**src/rtl/vmem_pkg.sv**
```systemverilog
// Shared definitions for the vector memory lane sequencer.
package vmem_pkg;

  localparam int LANES  = 4;
  localparam int XLEN   = 32;
  localparam int VLEN   = LANES * XLEN;
  localparam int LANE_W = 2;

  // Sequencer states, kept as plain constants for legacy tool compatibility
  typedef logic [1:0] state_t;
  localparam state_t ST_IDLE = 2'd0;
  localparam state_t ST_REQ  = 2'd1;
  localparam state_t ST_WAIT = 2'd2;
  localparam state_t ST_DONE = 2'd3;

  // Bit offset of lane slot [32i+31:32i] inside a packed vector word
  function automatic int lane_lsb(input logic [LANE_W-1:0] lane);
    return int'(lane) * XLEN;
  endfunction

endpackage

```
**src/rtl/vmem_lane_pick.sv**
```systemverilog
// Priority finder: lowest active lane above the current one (or at it
// when incl=1), plus a flag telling that no such lane exists.
module vmem_lane_pick
  import vmem_pkg::*;
(
  input  logic [LANES-1:0]  mask,
  input  logic [LANE_W-1:0] cur,
  input  logic              incl,
  output logic [LANE_W-1:0] pick_lane,
  output logic              none_left
);

  // Scan from the top down so the lowest qualifying lane wins
  always_comb begin
    pick_lane = cur;
    none_left = 1'b1;
    for (int i = LANES - 1; i >= 0; i--) begin
      if (mask[i] && ((i > int'(cur)) || (incl && (i == int'(cur))))) begin
        pick_lane = LANE_W'(i);
        none_left = 1'b0;
      end
    end
  end

endmodule

```
**src/rtl/vmem_lane_seq.sv**
```systemverilog
// Vector load/store sequencer: issues the active lanes of one 4-lane
// operation to a single 32-bit memory port, in ascending lane order, and
// assembles the 128-bit load result. rst_n is asserted high.
module vmem_lane_seq
  import vmem_pkg::*;
(
  input  logic             clk,
  input  logic             rst_n,
  input  logic             start,
  input  logic             is_store,
  input  logic [VLEN-1:0]  lane_addr,
  input  logic [LANES-1:0] lane_mask,
  input  logic [VLEN-1:0]  st_data,
  output logic             mem_req,
  output logic             mem_we,
  output logic [XLEN-1:0]  mem_addr,
  output logic [XLEN-1:0]  mem_wdata,
  input  logic             mem_gnt,
  input  logic             mem_rvalid,
  input  logic [XLEN-1:0]  mem_rdata,
  output logic             busy,
  output logic             done,
  output logic [VLEN-1:0]  xdmem
);

  state_t            state_q, state_d;
  logic [LANE_W-1:0] lane_q, lane_d;
  logic              store_q, store_d;
  logic [LANES-1:0]  mask_q, mask_d;
  logic [VLEN-1:0]   addr_q, addr_d;
  logic [VLEN-1:0]   wdata_q, wdata_d;
  logic [VLEN-1:0]   buf_q, buf_d;
  logic [VLEN-1:0]   xdmem_q, xdmem_d;

  logic [LANE_W-1:0] first_lane, next_lane;
  logic              first_none, next_none;
  logic              req;
  logic              load_op;

  // First active lane of the incoming mask (lane 0 itself qualifies)
  vmem_lane_pick u_first (
    .mask      (lane_mask),
    .cur       ({LANE_W{1'b0}}),
    .incl      (1'b1),
    .pick_lane (first_lane),
    .none_left (first_none)
  );

  // Next active lane strictly above the one in flight
  vmem_lane_pick u_next (
    .mask      (mask_q),
    .cur       (lane_q),
    .incl      (1'b0),
    .pick_lane (next_lane),
    .none_left (next_none)
  );

  // Next-state logic: capture, lane advance, load buffer fill
  always_comb begin
    state_d = state_q;
    lane_d  = lane_q;
    store_d = store_q;
    mask_d  = mask_q;
    addr_d  = addr_q;
    wdata_d = wdata_q;
    buf_d   = buf_q;
    xdmem_d = xdmem_q;
    case (state_q)
      ST_IDLE: begin
        if (start) begin
          store_d = is_store;
          mask_d  = lane_mask;
          addr_d  = lane_addr;
          wdata_d = st_data;
          buf_d   = '0;            // masked lanes of a load read as zero
          lane_d  = first_lane;
          state_d = first_none ? ST_DONE : ST_REQ;
        end
      end
      ST_REQ: begin
        if (mem_gnt) begin
          if (!store_q) begin
            state_d = ST_WAIT;
          end else if (next_none) begin
            state_d = ST_DONE;
          end else begin
            lane_d = next_lane;
          end
        end
      end
      ST_WAIT: begin
        if (mem_rvalid) begin
          buf_d[lane_lsb(lane_q) +: XLEN] = mem_rdata;
          if (next_none) begin
            state_d = ST_DONE;
          end else begin
            lane_d  = next_lane;
            state_d = ST_REQ;
          end
        end
      end
      default: begin
        state_d = ST_IDLE;
      end
    endcase
    // Publish the load result on entry to DONE so it is visible with the
    // done pulse; buf_d already holds the final lane's data here.
    load_op = (state_q == ST_IDLE) ? !is_store : !store_q;
    if ((state_d == ST_DONE) && (state_q != ST_DONE) && load_op) begin
      xdmem_d = buf_d;
    end
  end

  // State and operand registers
  always_ff @(posedge clk or posedge rst_n) begin
    if (rst_n) begin
      state_q <= ST_IDLE;
      lane_q  <= '0;
      store_q <= 1'b0;
      mask_q  <= '0;
      addr_q  <= '0;
      wdata_q <= '0;
      buf_q   <= '0;
      xdmem_q <= '0;
    end else begin
      state_q <= state_d;
      lane_q  <= lane_d;
      store_q <= store_d;
      mask_q  <= mask_d;
      addr_q  <= addr_d;
      wdata_q <= wdata_d;
      buf_q   <= buf_d;
      xdmem_q <= xdmem_d;
    end
  end

  // Outputs decode straight from the state flop, so reset drops them at once.
  // The lane byte address is presented as-is: it is the address of the word.
  assign req       = (state_q == ST_REQ);
  assign mem_req   = req;
  assign mem_we    = req & store_q;
  assign mem_addr  = req ? addr_q[lane_lsb(lane_q) +: XLEN]  : '0;
  assign mem_wdata = req ? wdata_q[lane_lsb(lane_q) +: XLEN] : '0;
  assign busy      = (state_q != ST_IDLE);
  assign done      = (state_q == ST_DONE);
  assign xdmem     = xdmem_q;

endmodule
```
**config.mk**
```make
export PLATFORM = sky130hd
export DESIGN_NAME = vmem_lane_seq
export DESIGN_NICKNAME = d
export VERILOG_FILES = /design/src/rtl/vmem_pkg.sv /design/src/rtl/vmem_lane_pick.sv /design/src/rtl/vmem_lane_seq.sv
export SDC_FILE = /design/constraint.sdc
export NUM_CORES = 1
export LEC_CHECK = 0
export ABC_AREA = 1
export CORE_ASPECT_RATIO = 1.25
export CORE_MARGIN = 4
export CORE_UTILIZATION = 34
export DETAILED_ROUTE_END_ITERATION = 8
export GPL_ROUTABILITY_DRIVEN = 0
export SLEW_MARGIN = 40
export SYNTH_ARGS = -nofsm -noshare
export SYNTH_HDL_FRONTEND = slang
export SYNTH_SLANG_ARGS = --single-unit
```
**constraint.sdc**
```tcl
create_clock -name clk -period 16.3 [get_ports clk]
set_input_delay 1.63 -clock clk [delete_from_list [all_inputs] [get_ports clk]]
set_output_delay 1.63 -clock clk [all_outputs]
set_load 0.005 [all_outputs]
```
==> results of run 1 <==
-- flip-flops by register name (all words and copies together), names as in the netlist --
name / cells
xdmem: 128
store_q: 1
state_q: 2
wdata_q: 128
addr_q: 128
lane_q: 2
buf_q: 128
mask_q: 3
-- synth_stat cells --
library cell  count
o221ai_1          1
inv_2             3
nor2_2            1
buf_1            11
nand2_2           1
clkbuf_1         59
mux2_2          164
o22ai_1          32
dfrtp_1         520
nor2_1          193
nor4_4            1
clkbuf_2          3
o31ai_1           1
a21oi_1         194
buf_2            72
ha_1             11
o21ai_0         154
nor4_1            1
inv_1           230
o211ai_1         62
nor3_2            1
clkinv_1          1
nand4_1          11
buf_6            12
clkbuf_4          2
nand2_1         367
nand3_1         201
a21oi_2           5
o21ai_1          47
buf_4            16
-- power groups by stage --
stage | Combinational [µW] | Sequential [µW] | Clock [µW]
global placement | 2110 | 2040 | 0
floorplan | 1390 | 1930 | 0
finish | 2180 | 2020 | 1280
global route | 2400 | 2070 | 1370
detailed placement | 2160 | 2050 | 0
CTS | 2170 | 2030 | 1320
-- metrics by stage --
step / hold WS, ps / util, % / power (µW) / worst slack [ps]
global route: 495 / 45.6 / 5840 / 10460
CTS: 474 / 45.5 / 5520 / 10180
floorplan: 453 / - / 3320 / 143
global placement: 460 / 42.5 / 4150 / 10840
detailed placement: 459 / 42.7 / 4210 / 10870
finish: 469 / 45.6 / 5470 / 10750
-- critical path: cells and delay by family (launching register included) --
family                 cells  cell delay [ps]
AOI/OAI and AO/OA          2              330
and+or+nand+nor            2              210
DFF                        1              700
buffers and inverters      4             1870
-- final timing paths --
kind | startpoint | to | slack (ps) | cells past startpoint
max in group asynchronous | rst_n | xdmem[49]$_DFFE_PP0P_ | 12960 | 4
min in group asynchronous | rst_n | addr_q[19]$_DFFE_PP0P_ | 1510 | 2
setup reg to reg | lane_q[0]$_DFFE_PP0P_ | xdmem[16]$_DFFE_PP0P_ | 12310 | 10
setup / recovery | lane_q[0]$_DFFE_PP0P_ | mem_wdata[25] | 10750 | 8
hold / removal | xdmem[0]$_DFFE_PP0P_ | xdmem[0]$_DFFE_PP0P_ | 470 | 2
hold reg to reg | xdmem[0]$_DFFE_PP0P_ | xdmem[0]$_DFFE_PP0P_ | 470 | 2
-- kinds of logic (layout without fill, tap and decap cells) --
kind of cell / count (synthesis) / after routing / share of synthesized area (%)
multiplexers: 164 / 164 / 8.13
AO/OA/AOI/OAI: 496 / 496 / 11.9
buffers and inverters: 409 / 858 / 7.87
flip-flops: 520 / 520 / 57.3
adder cells (fa/ha/maj): 11 / 11 / 0.606
AND/OR/NAND/NOR: 777 / 777 / 14.2
other: 0 / 11 / 0
-- cell type report --
class / instances / area, µm²
antenna: 11 / 27.5
sequential: 520 / 13000
clock buffer: 78 / 1600
tap: 856 / 1070
inverter: 234 / 891
multi-input combinational: 1448 / 7970
fill: 6306 / 35900
clock inverter: 23 / 264
timing repair buffer: 523 / 5260
-- placed cells by master, fill, tap and decap left out, drive strengths merged, types with 2 or more instances in the layout --
| cell | synthesis | final |
|---|---|---|
| nand3 | 201 | 201 |
| clkinv | 1 | 13 |
| inv | 233 | 237 |
| nand2 | 368 | 368 |
| o211ai | 62 | 62 |
| clkdlybuf4s50 | 0 | 493 |
| a21oi | 199 | 199 |
| clkinvlp | 0 | 3 |
| bufinv | 0 | 4 |
| ha | 11 | 11 |
| nor4 | 2 | 2 |
| nor2 | 194 | 194 |
| diode | 0 | 11 |
| o21ai | 201 | 201 |
| o22ai | 32 | 32 |
| nand4 | 11 | 11 |
| clkbuf | 64 | 78 |
| mux2 | 164 | 164 |
| dfrtp | 520 | 520 |
| buf | 111 | 30 |
-- metal layers --
metal,up-vias,part of all wire [%],global-route usage [%]
met3,131,8.1,5.95
met2,663,49,34.5
met5,-,0.096,0
li1,8670,-,-
met4,10,3.8,7.88
met1,8973,39,24.9
==> impl_metrics.csv, run 1 <==
group,metric,value,unit
run_status,status,"finished, final reports clean",
floorplanning,dieArea,71000,µm²
drt,wl_per_cell,20.3,µm
layout,layout-drive-gt1-share,10.9,%
global_route,grt_max_degree,117,
layout,final_area,30100,µm²
setup_path,critPathKind,"reg -> out",
cts,ctsHoldBuffers,0,
setup_path,cpPeakStageDelay,700,ps
synthesis,synth_area_leader_cell,"dfrtp_1",
synthesis,synth-seq-area-share,57.3,%
sta,setup_viol,0,
drt,drc,0,
floorplanning,num_rows,105,
power_and_ir_drop,power_switching,2050,µW
synthesis,synth_area_leaders,"dfrtp_1 57%, mux2_2 8.1%, nand2_1 6.1%, nand3_1 4.4%, a21oi_1 4.3%",
sta,period_share,34.0,%
global_route,grtUsageTotal,20.5,%
sta,max_slew_margin,43.6,%
setup_path,crit_chain,"buf_12, buf_6, buf_6, nor2_1, nor2_1, o21ai_0, a21oi_1, clkdlybuf4s50_1",
drt,dr_total_vias,18447,
synthesis,synthesis.area,22700,µm²
setup_path,cp_data_required_time,14670,ps
global_route,grt_pass1_vias,19255,
power_and_ir_drop,irDropWorstVdd,0.134,mV
synthesis,syn_inst,2377,
power_and_ir_drop,swShare,37.4,%
setup_path,critPathSlowestCell,"dfrtp_4",
layout,layout.nets,3090,
place,dp.cells,3579,
layout,syn_to_final_growth,32.5,%
drt,firstDrtPassIters,5,
power_and_ir_drop,p_leak,0.0135,µW
power_and_ir_drop,pwr-share-clk,23.4,%
sta,tightestPinTransition,846,ps
floorplanning,die_h,297,µm
drt,ant_nets,0,
power_and_ir_drop,powerDensity,182,nW/µm²
synthesis,synth_cell_type_count,30,
power_and_ir_drop,combPwrFrac,39.7,%
power_and_ir_drop,seq_power_share,36.8,%
setup_path,startpoint_type,"register",
hold_path,hold_path_class,"reg -> reg",
drt,vias_per_cell,5.00,
sta,hold_viol,0,
place,port_buffers,493,
run,maxCapViolCount,0,
cts,clkTransAtPathRegs,60,ps
global_route,antenna_found_initial,16,
place,dp_hpwl,53.4,mm
drt,wirelength,74.8,mm
floorplanning,io_pins,494,
floorplanning,die_w,239,µm
cts,cts_inserted_buffers,54,
cts,htreeDepth,2,
cts,cts_root_buf,"clkbuf_16",
sta,final.min_clock_period,5550,ps
setup_path,path_max_fanout,94,
cts,clk_path_buf_depth,3,
layout,final_cells,3693,
cts,cts_sinks,520,
sta,fin_tns_setup,0,ps
cts,postCtsSetupRepairBufs,0,
floorplanning,start_util,34.4,%
setup_path,worstSetupEndpointType,"output pin",
cts,insertion_delay,610,ps
sta,grt_setup_unrepaired,"false",
floorplanning,core_region_area,66000,µm²
cts,cts_tree,"built",
synthesis,yosys_warnings,0,
global_route,grt_pass1_wl,114,mm
synthesis,yosys.area.top_type_share,57.3,%
drt,drt_iter0_drc,1237,
cts,post_cts_resized,0,
sta,slew_violations,0,
power_and_ir_drop,p_int,3430,µW
sta,max_freq,180,MHz
synthesis,synth-seq-cells,520,
setup_path,crit_arrival,3920,ps
synthesis,syn-num-nets,2686,
global_route,grt-ovfl-total,0,
sta,clock_skew,29.3,ps
synthesis,avgSynthCellArea,9.56,µm²
place,placed_area,28200,µm²
No activity file was read; power rests on OpenSTA's default activity.
==> run 2, diff against run 1 <==
clock period = 5.4 ns   (was 16.3 ns; I/O delays follow)
==> run 2 against run 1 <==
Global-route usage down 0.13 points. Clock power rose to 3.0 times the previous value. Via count up 0.94%. Core utilization about the same. Register-to-register slack worse by 11000 ps. Total power rose to 3.0 times the previous value. Clock skew down 13 ps. First-iteration DRC count up 12%. Flip-flop and latch count unchanged. Sequential power rose to 3.0 times the previous value. Highest routed layer unchanged.
==> impl_metrics.csv, run 2 (synthesis gave the netlist of run 1 again) <==
group,metric,value,unit
run_status,status,"finished, final reports clean",
cts,cts_sinks,520,
layout,syn_to_final_growth,32.5,%
global_route,antenna_found_initial,11,
cts,ctsHoldBuffers,0,
sta,slew_violations,0,
floorplanning,io_pins,494,
setup_path,worstSetupEndpointType,"output pin",
sta,hold_viol,0,
floorplanning,start_util,34.4,%
drt,drc,0,
setup_path,critPathSlowestCell,"dfrtp_4",
drt,wirelength,74.6,mm
cts,clkTransAtPathRegs,70,ps
cts,cts_tree,"built",
global_route,grt_max_degree,147,
setup_path,startpoint_type,"register",
layout,final_common_cell,"dfrtp_1",
cts,cts_root_buf,"clkbuf_16",
global_route,grt-ovfl-total,0,
floorplanning,num_rows,105,
cts,postCtsSetupRepairBufs,0,
sta,final.min_clock_period,4150,ps
setup_path,path_max_fanout,68,
global_route,grt_pass1_vias,18908,
drt,ant_nets,0,
floorplanning,die_w,239,µm
cts,insertion_delay,600,ps
power_and_ir_drop,irDropWorstVdd,0.434,mV
floorplanning,core_region_area,66000,µm²
drt,vias_per_cell,5.05,
floorplanning,die_h,297,µm
sta,max_freq,241,MHz
place,dp_slack,1420,ps
drt,wl_per_cell,20.2,µm
drt,drt_iter0_drc,1386,
setup_path,ff2ff_path_depth,13,
setup_path,crit_arrival,3610,ps
global_route,grt_pass1_wl,114,mm
power_and_ir_drop,powerDensity,548,nW/µm²
global_route,grtUsageTotal,20.4,%
sta,setup_viol,0,
sta,clock_skew,16.2,ps
layout,layout.nets,3093,
cts,post_cts_resized,0,
cts,clk_path_buf_depth,3,
sta,whs,260,ps
layout,layout-drive-gt1-share,10.7,%
place,dp_hpwl,53.3,mm
power_and_ir_drop,p_leak,0.0135,µW
cts,cts_inserted_buffers,54,
layout,multi_input_area,7970,µm²
setup_path,cp_data_required_time,4860,ps
sta,grt_setup_unrepaired,"false",
layout,seqCellArea,13000,µm²
power_and_ir_drop,finalPower,16500,µW
drt,dr_total_vias,18620,
sta,period_share,76.9,%
place,port_buffers,493,
layout,final_core_util,45.6,%
sta,tightestPinTransition,829,ps
run,maxCapViolCount,0,
layout,layout_common_cells,"518 x dfrtp_1, 493 x clkdlybuf4s50_1, 364 x nand2_1",
layout,fill_cells,6283,
setup_path,cpPeakStageDelay,950,ps
hold_path,hold_path_class,"in -> async",
cts,htreeDepth,2,
setup_path,crit_chain,"buf_4, o211ai_1, a21oi_1, clkdlybuf4s50_1",
floorplanning,dieArea,71000,µm²
sta,max_slew_margin,44.8,%
drt,firstDrtPassIters,7,
sta,fin_ws,1250,ps
setup_path,critPathKind,"reg -> out",
==> run 2: path summary, 6_finish.rpt <==
check | from | end | slack [ps]
setup / recovery | lane_q[1]$_DFFE_PP0P_ | mem_wdata[25] | 1250
hold / removal | rst_n | buf_q[74]$_DFF_PP0_ | 260
min in group clk | xdmem[98]$_DFFE_PP0P_ | xdmem[98]$_DFFE_PP0P_ | 470
hold reg to reg | xdmem[98]$_DFFE_PP0P_ | xdmem[98]$_DFFE_PP0P_ | 470
max in group asynchronous | rst_n | addr_q[109]$_DFFE_PP0P_ | 3640
setup reg to reg | lane_q[1]$_DFFE_PP0P_ | xdmem[73]$_DFFE_PP0P_ | 1380
==> run 2: power breakdown <==
part / internal (µW) / switching, µW
Combinational: 2800 / 3800
Sequential: 5270 / 775
Clock: 2250 / 1600
==> run 2: layout make-up <==
class	instances	area share (%)
diodes	5	0.0416
clock buffers	71	4.87
clock inverters	26	1.15
inverters	234	2.93
multi-input cells	1448	26.5
flip-flops and latches	520	43.3
well taps	856	3.56
repair buffers	526	17.7
==> run 2: worst max-delay path, delay by kind of cell, from the launching register on <==
family | cells | cell delay (ps)
AO/OA/AOI/OAI | 2 | 690
flip-flops | 1 | 950
buffers and inverters | 2 | 1360
==> run 2: metrics by stage <==
stage	cells	setup TNS [ps]	instance area (µm²)
finish	3686	0	30100
global route	3683	0	30100
CTS	3680	0	30000
detailed placement	3583	0	28200
global placement	3580	0	28100
floorplan	2377	-1146200	22700
==> run 2: routing by layer <==
layer | vias up | wire, µm | GRT usage (%)
met5 | - | 84 | 0
met4 | 12 | 2760 | 7.18
met3 | 130 | 5870 | 5.82
met2 | 676 | 35800 | 33.5
met1 | 9133 | 30100 | 25.8
li1 | 8669 | - | -
